### src/rtl/uart_rx_fifo_if.sv
// uart_rx_fifo_if: push strobe, FWFT read handshake and status flags of the UART receive FIFO
interface uart_rx_fifo_if #(
  parameter int DBIT   = 8,
  parameter int ADDR_W = 4
);
  logic              wr_tick;
  logic [DBIT-1:0]   wr_data;
  logic              rd_ready;
  logic              rd_valid;
  logic [DBIT-1:0]   rd_data;
  logic [ADDR_W:0]   count;
  logic              empty;
  logic              full;
  logic              almost_full;
  logic              overflow;
  logic              clr_overflow;
  modport master (
    output wr_tick, wr_data, rd_ready, clr_overflow,
    input  rd_valid, rd_data, count, empty, full, almost_full, overflow
  );
  modport slave (
    input  wr_tick, wr_data, rd_ready, clr_overflow,
    output rd_valid, rd_data, count, empty, full, almost_full, overflow
  );
endinterface

### src/rtl/uart_rx_fifo.sv
// uart_rx_fifo: circular byte buffer behind the UART receiver with FWFT read port and sticky overflow
module uart_rx_fifo #(
  parameter int DBIT     = 8,
  parameter int ADDR_W   = 4,
  parameter int AF_LEVEL = 12
) (
  input logic           clk,
  input logic           reset,
  uart_rx_fifo_if.slave b
);
  localparam int DEPTH = 1 << ADDR_W;
  localparam logic [ADDR_W:0] FULL_CNT = (ADDR_W+1)'(DEPTH);
  localparam logic [ADDR_W:0] AF_CNT   = (ADDR_W+1)'(AF_LEVEL);
  logic [DBIT-1:0]   mem [DEPTH];
  logic [ADDR_W-1:0] wr_ptr, rd_ptr;
  logic [ADDR_W:0]   cnt;
  logic              ovf, pop, push_ok, drop;
  assign pop     = b.rd_valid & b.rd_ready;
  assign push_ok = b.wr_tick & (~b.full | pop);
  assign drop    = b.wr_tick & b.full & ~pop;
  assign b.count       = cnt;
  assign b.rd_valid    = cnt != '0;
  assign b.empty       = cnt == '0;
  assign b.full        = cnt == FULL_CNT;
  assign b.almost_full = cnt >= AF_CNT;
  assign b.overflow    = ovf;
  assign b.rd_data     = b.rd_valid ? mem[rd_ptr] : '0;
  always_ff @(posedge clk)
    if (push_ok) mem[wr_ptr] <= b.wr_data;
  always_ff @(posedge clk or negedge reset)
    if (!reset) begin
      wr_ptr <= '0;
      rd_ptr <= '0;
      cnt    <= '0;
      ovf    <= 1'b0;
    end else begin
      wr_ptr <= push_ok ? wr_ptr + 1'b1 : wr_ptr;
      rd_ptr <= pop ? rd_ptr + 1'b1 : rd_ptr;
      cnt    <= (push_ok && !pop) ? cnt + 1'b1 : (pop && !push_ok) ? cnt - 1'b1 : cnt;
      ovf    <= drop | (ovf & ~b.clr_overflow);
    end
endmodule

### src/flat_wrapper.sv
// flat-port wrapper written by rule: the top's interface ports become plain ports
module uart_rx_fifo_flat 
#(
  parameter int DBIT     = 8,
  parameter int ADDR_W   = 4,
  parameter int AF_LEVEL = 12
)
  (clk, reset, b_wr_tick, b_wr_data, b_rd_ready, b_clr_overflow, b_rd_valid, b_rd_data, b_count, b_empty, b_full, b_almost_full, b_overflow);
  uart_rx_fifo_if #(.DBIT(DBIT), .ADDR_W(ADDR_W)) b_i ();
  input logic clk;
  input logic reset;
  input wire logic [$bits(b_i.wr_tick)-1:0] b_wr_tick;
  input wire logic [$bits(b_i.wr_data)-1:0] b_wr_data;
  input wire logic [$bits(b_i.rd_ready)-1:0] b_rd_ready;
  input wire logic [$bits(b_i.clr_overflow)-1:0] b_clr_overflow;
  output wire logic [$bits(b_i.rd_valid)-1:0] b_rd_valid;
  output wire logic [$bits(b_i.rd_data)-1:0] b_rd_data;
  output wire logic [$bits(b_i.count)-1:0] b_count;
  output wire logic [$bits(b_i.empty)-1:0] b_empty;
  output wire logic [$bits(b_i.full)-1:0] b_full;
  output wire logic [$bits(b_i.almost_full)-1:0] b_almost_full;
  output wire logic [$bits(b_i.overflow)-1:0] b_overflow;
  assign b_i.wr_tick = b_wr_tick;
  assign b_i.wr_data = b_wr_data;
  assign b_i.rd_ready = b_rd_ready;
  assign b_i.clr_overflow = b_clr_overflow;
  assign b_rd_valid = b_i.rd_valid;
  assign b_rd_data = b_i.rd_data;
  assign b_count = b_i.count;
  assign b_empty = b_i.empty;
  assign b_full = b_i.full;
  assign b_almost_full = b_i.almost_full;
  assign b_overflow = b_i.overflow;
  uart_rx_fifo #(.DBIT(DBIT), .ADDR_W(ADDR_W), .AF_LEVEL(AF_LEVEL)) u_core (.clk(clk), .reset(reset), .b(b_i));
endmodule
### config.mk
export PLATFORM = sky130hd
export DESIGN_NAME = uart_rx_fifo_flat
export DESIGN_NICKNAME = d
export VERILOG_FILES = /design/src/rtl/uart_rx_fifo_if.sv /design/src/rtl/uart_rx_fifo.sv /design/src/flat_wrapper.sv
export SDC_FILE = /design/constraint.sdc
export NUM_CORES = 1
export LEC_CHECK = 0
export CAP_MARGIN = 20
export CELL_PAD_IN_SITES_DETAIL_PLACEMENT = 2
export CELL_PAD_IN_SITES_GLOBAL_PLACEMENT = 2
export CORE_ASPECT_RATIO = 1.1
export CORE_UTILIZATION = 35
export DETAILED_ROUTE_END_ITERATION = 12
export HOLD_SLACK_MARGIN = 0.06
export PLACE_DENSITY = 0.72
export SLEW_MARGIN = 15
export SYNTH_ARGS = -nofsm -noshare
export SYNTH_HDL_FRONTEND = slang
export SYNTH_SLANG_ARGS = --single-unit
### constraint.sdc
create_clock -name clk -period 4.61 [get_ports clk]
set_input_delay 0.6915 -clock clk [delete_from_list [all_inputs] [get_ports clk]]
set_output_delay 0.6915 -clock clk [all_outputs]
set_load 0.005 [all_outputs]
==> out/metrics.yaml, run 1 <==
area_growth_pct: 19.3
core_area_mm2: 0.0164
die_w_um: 126
synth_top_family_by_area: "multiplexers"
cts_buffer_depth: 2
finalClockSkew_ns: 0.00918
worst_hold_slack_ns: 0.491
viasPerCell: 5.33
p_seq_share_pct: 38.8
numCtsBuffers: 17
final_area_mm2: 0.00703
vdd.ir_drop.worst_v: 0.000360
clock_sinks: 142
syn_area_per_cell_um2: 19.3
synth_seq_area_share_pct: 71.2
routed_wl_mm: 15.2
synth_flop_cell: "edfxtp_1"
instances_no_fill: 567
synth-seq-cells: 142
fmax_mhz: 250
power_density_mw_per_mm2: 660
fp.dieH_um: 138
p_sw_mw: 1.42
yosysWarnings: 0
dpl.hpwl_mm: 9.16
criticalPathCategory: "reg2out"
rsz0062_at_grt: "false"
yosysUniqueCellTypes: 41
htreeDepth: 4
synthSimpleGateAreaFrac_pct: 3.25
vias: 3022
clkPwrFrac_pct: 31.3
n_antenna_cell: 0
start_util_pct: 35.9
layout_commonest_cell: "edfxtp_1"
pwr-share-comb_pct: 29.9
drc: 0
cts_setup_buffers: 0
status: "complete, no violations"
p_leak_nw: 2.39
drive_above_1_share_pct: 20.9
grt_max_degree: 27
report.final.slew_viol_count: 0
synth_area_mm2: 0.00589
nets: 373
fin_crit_ns: 4.00
clockRootBuffer: "clkbuf_16"
yosys.area_share.adder_pct: 2.25
cp_data_required_time_ns: 3.92
io_pins: 31
clock_latency_ns: 0.43
holdBufCountCts: 0
final_cell_mix: "edfxtp_1, clkdlybuf4s50_1, mux4_2, clkbuf_16, dfrtp_1"
post_cts_resized: 0
track_usage_pct: 18.9
synth-edff-count: 128
worstMarginPinSlew_ns: 1.12
wl_per_cell_um: 26.8
crit_fanout: 18
muxShareOfSynthArea_pct: 15.9
critPathCaptureType: "output port"
drtIter0Drc: 190
relSlewSlack_pct: 25.1
hp-class: "reg2reg"
path_clk_slew_ns: 0.06
numPortBuffers: 30
drt_pass1_iterations: 4
placed_cell_area_mm2: 0.00638
place_inst: 532
netlist_instances: 306
synth_compound_area_share_pct: 3.08
cp-start-kind: "flop"
grt_pass1_wl_mm: 23.0
switching_share_pct: 30.5
drv_cap: 0
dieArea_mm2: 0.0174
async_flop_share_pct: 9.86
first_global_vias: 3460
intPower_mw: 3.23
finalSetupTns_ns: 0
rows: 49
hold_viol: 0
syn_nets: 329
synth_xor_area_share_pct: 1.34
place_congestion: 0.711
overflow: 0
worstPathArrival_ns: 3.31
tritoncts: "built"
fin_crit_sh_pct: 86.8
drtAntennaViolNets: 0
setup_viol: 0
antenna_found_initial: 0
==> worst paths after layout <==
path	slack (ns)	cells past startpoint	to	startpoint
worst max register to register	1.34	10	u_core.b.count[4]$_DFFE_PN0P_	u_core.b.count[1]$_DFFE_PN0P_
worst max-delay path	0.61	6	b_rd_data[1]	u_core.rd_ptr[1]$_DFFE_PN0N_
min in group asynchronous	0.70	1	u_core.b.count[2]$_DFFE_PN0P_	reset
worst min register to register	0.49	1	u_core.rd_ptr[0]$_DFFE_PN0N_	u_core.rd_ptr[0]$_DFFE_PN0N_
worst min-delay path	0.49	1	u_core.rd_ptr[0]$_DFFE_PN0N_	u_core.rd_ptr[0]$_DFFE_PN0N_
max in group asynchronous	3.45	1	u_core.wr_ptr[2]$_DFFE_PN0P_	reset
==> power groups by stage <==
stage	logic, mW	clock network (mW)	registers, mW
2_1_floorplan	1.01	0	1.67
3_3_place_gp	1.32	0	1.81
3_5_place_dp	1.38	0	1.83
4_1_cts	1.41	1.48	1.81
5_1_grt	1.52	1.52	1.83
6_report	1.39	1.45	1.80
==> routing by layer <==
metal	global-route usage [%]	part of all wire, %	up-vias
met5	0	0	-
met4	8.75	2.2	0
met3	3.68	3.0	27
met2	31.3	52	74
met1	24.1	43	1608
li1	-	-	1313
==> through the flow <==
step	total power, mW	setup WS [ns]	utilization (%)
detailed placement	3.21	1.05	38.8
finish	4.64	0.609	42.8
global placement	3.13	1.08	38.8
floorplan	2.68	2.12	-
global route	4.87	0.352	42.8
CTS	4.70	0.519	42.6
==> worst max-delay path, cell delays in order (launching register included) <==
cell	delay, ns
dfrtp_1	0.94
buf_4	0.39
mux4_1	0.59
mux2_2	0.28
o21ai_1	0.12
a21oi_1	0.06
clkdlybuf4s50_1	0.48
==> cells by family after synthesis <==
kind of cell,after synthesis
and+or+nand+nor,40
xor gates and xnor gates,9
muxes,49
AOI/OAI and AO/OA,30
adders and majority gates,10
buffers and inverters,26
DFF,142
==> Yosys cell counts, drive strengths merged (4+ instances only) <==
master	n	area share, %
ha	9	1.9
edfxtp	128	65
mux2	9	1.7
inv	10	0.64
xnor2	7	1.0
mux2i	8	1.4
o21ai	13	1.1
dfrtp	14	5.9
nor2	12	0.76
a21oi	9	0.76
buf	12	2.1
clkbuf	4	0.32
mux4	32	13
nand2	10	0.64
nor3	5	0.42
==> cell type report <==
| cell class | instances | area, µm² |
|---|---|---|
| clock buffer | 18 | 429 |
| clock inverter | 14 | 191 |
| fill | 1569 | 9400 |
| inverter | 10 | 37.5 |
| multi-input combinational | 138 | 1530 |
| sequential | 142 | 4190 |
| tap | 204 | 255 |
| timing repair buffer | 41 | 394 |
==> sequential cells by signal (all words and copies together) (netlist names) <==
name and count:
u_core.rd_ptr 4, u_core.b.count 5, u_core.mem 128, u_core.b.overflow 1, u_core.wr_ptr 4
Power figures use the tool's default switching activity.
==> run 2, diff against run 1 <==
--- a/config.mk
+++ b/config.mk
@@ -12,7 +12,7 @@
 export CORE_UTILIZATION = 35
 export DETAILED_ROUTE_END_ITERATION = 12
 export HOLD_SLACK_MARGIN = 0.06
-export PLACE_DENSITY = 0.72
+export PLACE_DENSITY = 0.74
 export SLEW_MARGIN = 15
 export SYNTH_ARGS = -nofsm -noshare
 export SYNTH_HDL_FRONTEND = slang
==> constraint.sdc (replaced) <==
create_clock -name clk -period 3.5 [get_ports clk]
set_input_delay 0.525 -clock clk [delete_from_list [all_inputs] [get_ports clk]]
set_output_delay 0.525 -clock clk [all_outputs]
set_load 0.005 [all_outputs]
==> run 2 against run 1 <==
Via count shrank 0.30%; critical path depth is the same; clock skew shrank 0.0040 ns; clock power grew 10%; global-route usage shrank 1.7 points; critical path type unchanged; largest cell class unchanged; largest power group unchanged; highest routed layer unchanged.
==> out/metrics.yaml, run 2 (synthesis results as in run 1) <==
status: "complete, no violations"
drive_above_1_share_pct: 21.1  # +0.14 points
path_clk_slew_ns: 0.06  # about the same
place_congestion: 0.686  # -3.6%
rows: 49  # unchanged
io_pins: 31  # unchanged
p_leak_nw: 2.40  # +0.24%
cts_setup_buffers: 0  # unchanged
finalSetupTns_ns: 0  # unchanged
largest_register_ffs: 128  # unchanged
criticalPathCategory: "reg2out"
hp-class: "reg2reg"
r2r_slack_ns: 0.58  # -0.76 ns
relSlewSlack_pct: 39.5  # +14 points
htreeDepth: 4  # unchanged
drv_cap: 0  # unchanged
first_global_vias: 3383  # -2.2%
nets: 381  # +2.1%
power_density_mw_per_mm2: 827  # +25%
grt_pass1_wl_mm: 21.2  # -8.0%
rsz0062_at_grt: "false"
report.final.slew_viol_count: 0  # unchanged
holdBufCountCts: 0  # unchanged
cts_buffer_depth: 2  # unchanged
post_cts_resized: 0  # unchanged
setup_viol: 0  # unchanged
antenna_found_initial: 0  # unchanged
die_w_um: 126  # unchanged
n_antenna_cell: 0  # unchanged
final_cell_mix: "edfxtp_1, clkdlybuf4s50_1, mux4_2, clkbuf_16, buf_4"
dpl.hpwl_mm: 8.98  # -1.9%
clockRootBuffer: "clkbuf_16"
cp-start-kind: "flop"
wl_per_cell_um: 23.4  # -13%
critPathCaptureType: "output port"
vias: 3013  # -0.30%
finalClockSkew_ns: 0.00519  # -0.00399 ns
vdd.ir_drop.worst_v: 0.000373  # +3.4%
utilization_pct: 42.5  # -0.25 points
worstMarginPinSlew_ns: 0.904  # -0.216 ns
drt_pass1_iterations: 4  # unchanged
numCtsBuffers: 17  # unchanged
fin_crit_sh_pct: 94.7
area_growth_pct: 18.6
cp_data_required_time_ns: 2.97  # -0.95 ns
crit_fanout: 32  # +14
fin_crit_ns: 3.31
overflow: 0  # unchanged
clock_sinks: 142  # unchanged
fp.dieH_um: 138  # unchanged
drc: 0  # unchanged
drtAntennaViolNets: 0  # unchanged
numPortBuffers: 30  # unchanged
layout_commonest_cell: "edfxtp_1"
start_util_pct: 35.9  # unchanged
clock_latency_ns: 0.42  # about the same
fmax_mhz: 302
drtIter0Drc: 214  # +13%
top_register: "u_core.mem"
core_area_mm2: 0.0164  # unchanged
worstPathArrival_ns: 2.79  # -0.52 ns
grt_max_degree: 33  # +22%
tritoncts: "built"
routed_wl_mm: 13.4  # -12%
hold_viol: 0  # unchanged
viasPerCell: 5.25  # -1.5%
track_usage_pct: 17.2  # -1.7 points
dieArea_mm2: 0.0174  # unchanged
[run 2: cell count changes in the layout (fill, tap and decap cells not counted), sizes merged]
cell / change
bufinv: -3
buf: +8
clkinvlp: -1
clkinv: +1
inv: -2
clkbuf: +4
[run 2: critical path, stage by stage, from the launching register on]
cell,delay [ns]
dfrtp_1,0.42
buf_12,0.26
mux4_1,0.63
mux2_2,0.29
o21ai_1,0.16
a21oi_1,0.09
clkdlybuf4s50_1,0.51
[run 2: where the power goes]
part / internal (mW) / switching [mW] / total [mW]
sequential: 2.08 / 0.192 / 2.28
combinational: 1.00 / 0.904 / 1.90
clock: 0.960 / 0.641 / 1.60
total: 4.04 / 1.74 / 5.78
[run 2: final timing paths]
check                                                    from                             to  depth (start not counted)
worst max register to register  u_core.b.count[1]$_DFFE_PN0P_  u_core.b.count[4]$_DFFE_PN0P_                         11
min in group asynchronous                               reset  u_core.b.count[3]$_DFFE_PN0P_                          1
max in group asynchronous                               reset   u_core.wr_ptr[2]$_DFFE_PN0P_                          1
worst max-delay path             u_core.rd_ptr[1]$_DFFE_PN0N_                   b_rd_data[2]                          6
worst min-delay path             u_core.rd_ptr[3]$_DFFE_PN0N_   u_core.rd_ptr[3]$_DFFE_PN0N_                          1
worst min register to register   u_core.rd_ptr[3]$_DFFE_PN0N_   u_core.rd_ptr[3]$_DFFE_PN0N_                          1
[run 2: cell type report]
cell class / instances / area [µm²]
Inverter: 10 / 37.5
Clock inverter: 9 / 71.3
Sequential cell: 142 / 4190
Fill cell: 1550 / 9440
Clock buffer: 22 / 444
Multi-Input combinational cell: 138 / 1520
Tap cell: 204 / 255
Timing Repair Buffer: 49 / 468
[run 2: metal layers]
layer / up-vias / track usage, % / share of wire (%)
li1: 1328 / - / -
met1: 1603 / 21.5 / 43
met2: 63 / 28.7 / 52
met4: 0 / 8.43 / 2.4
met5: - / 0 / 0
met3: 19 / 3.29 / 2.6
[run 2: per-stage QoR]
step	hold slack, ns	power (mW)	worst slack [ns]	instances	area, µm²
4_1_cts	0.495	5.87	0.150	574	6990
5_1_grt	0.511	6.10	0.0284	574	6990
3_5_place_dp	0.486	4.24	0.483	543	6470
6_report	0.486	5.78	0.185	574	6990
2_1_floorplan	0.229	3.53	1.05	306	5890
3_3_place_gp	0.465	4.16	0.537	543	6470
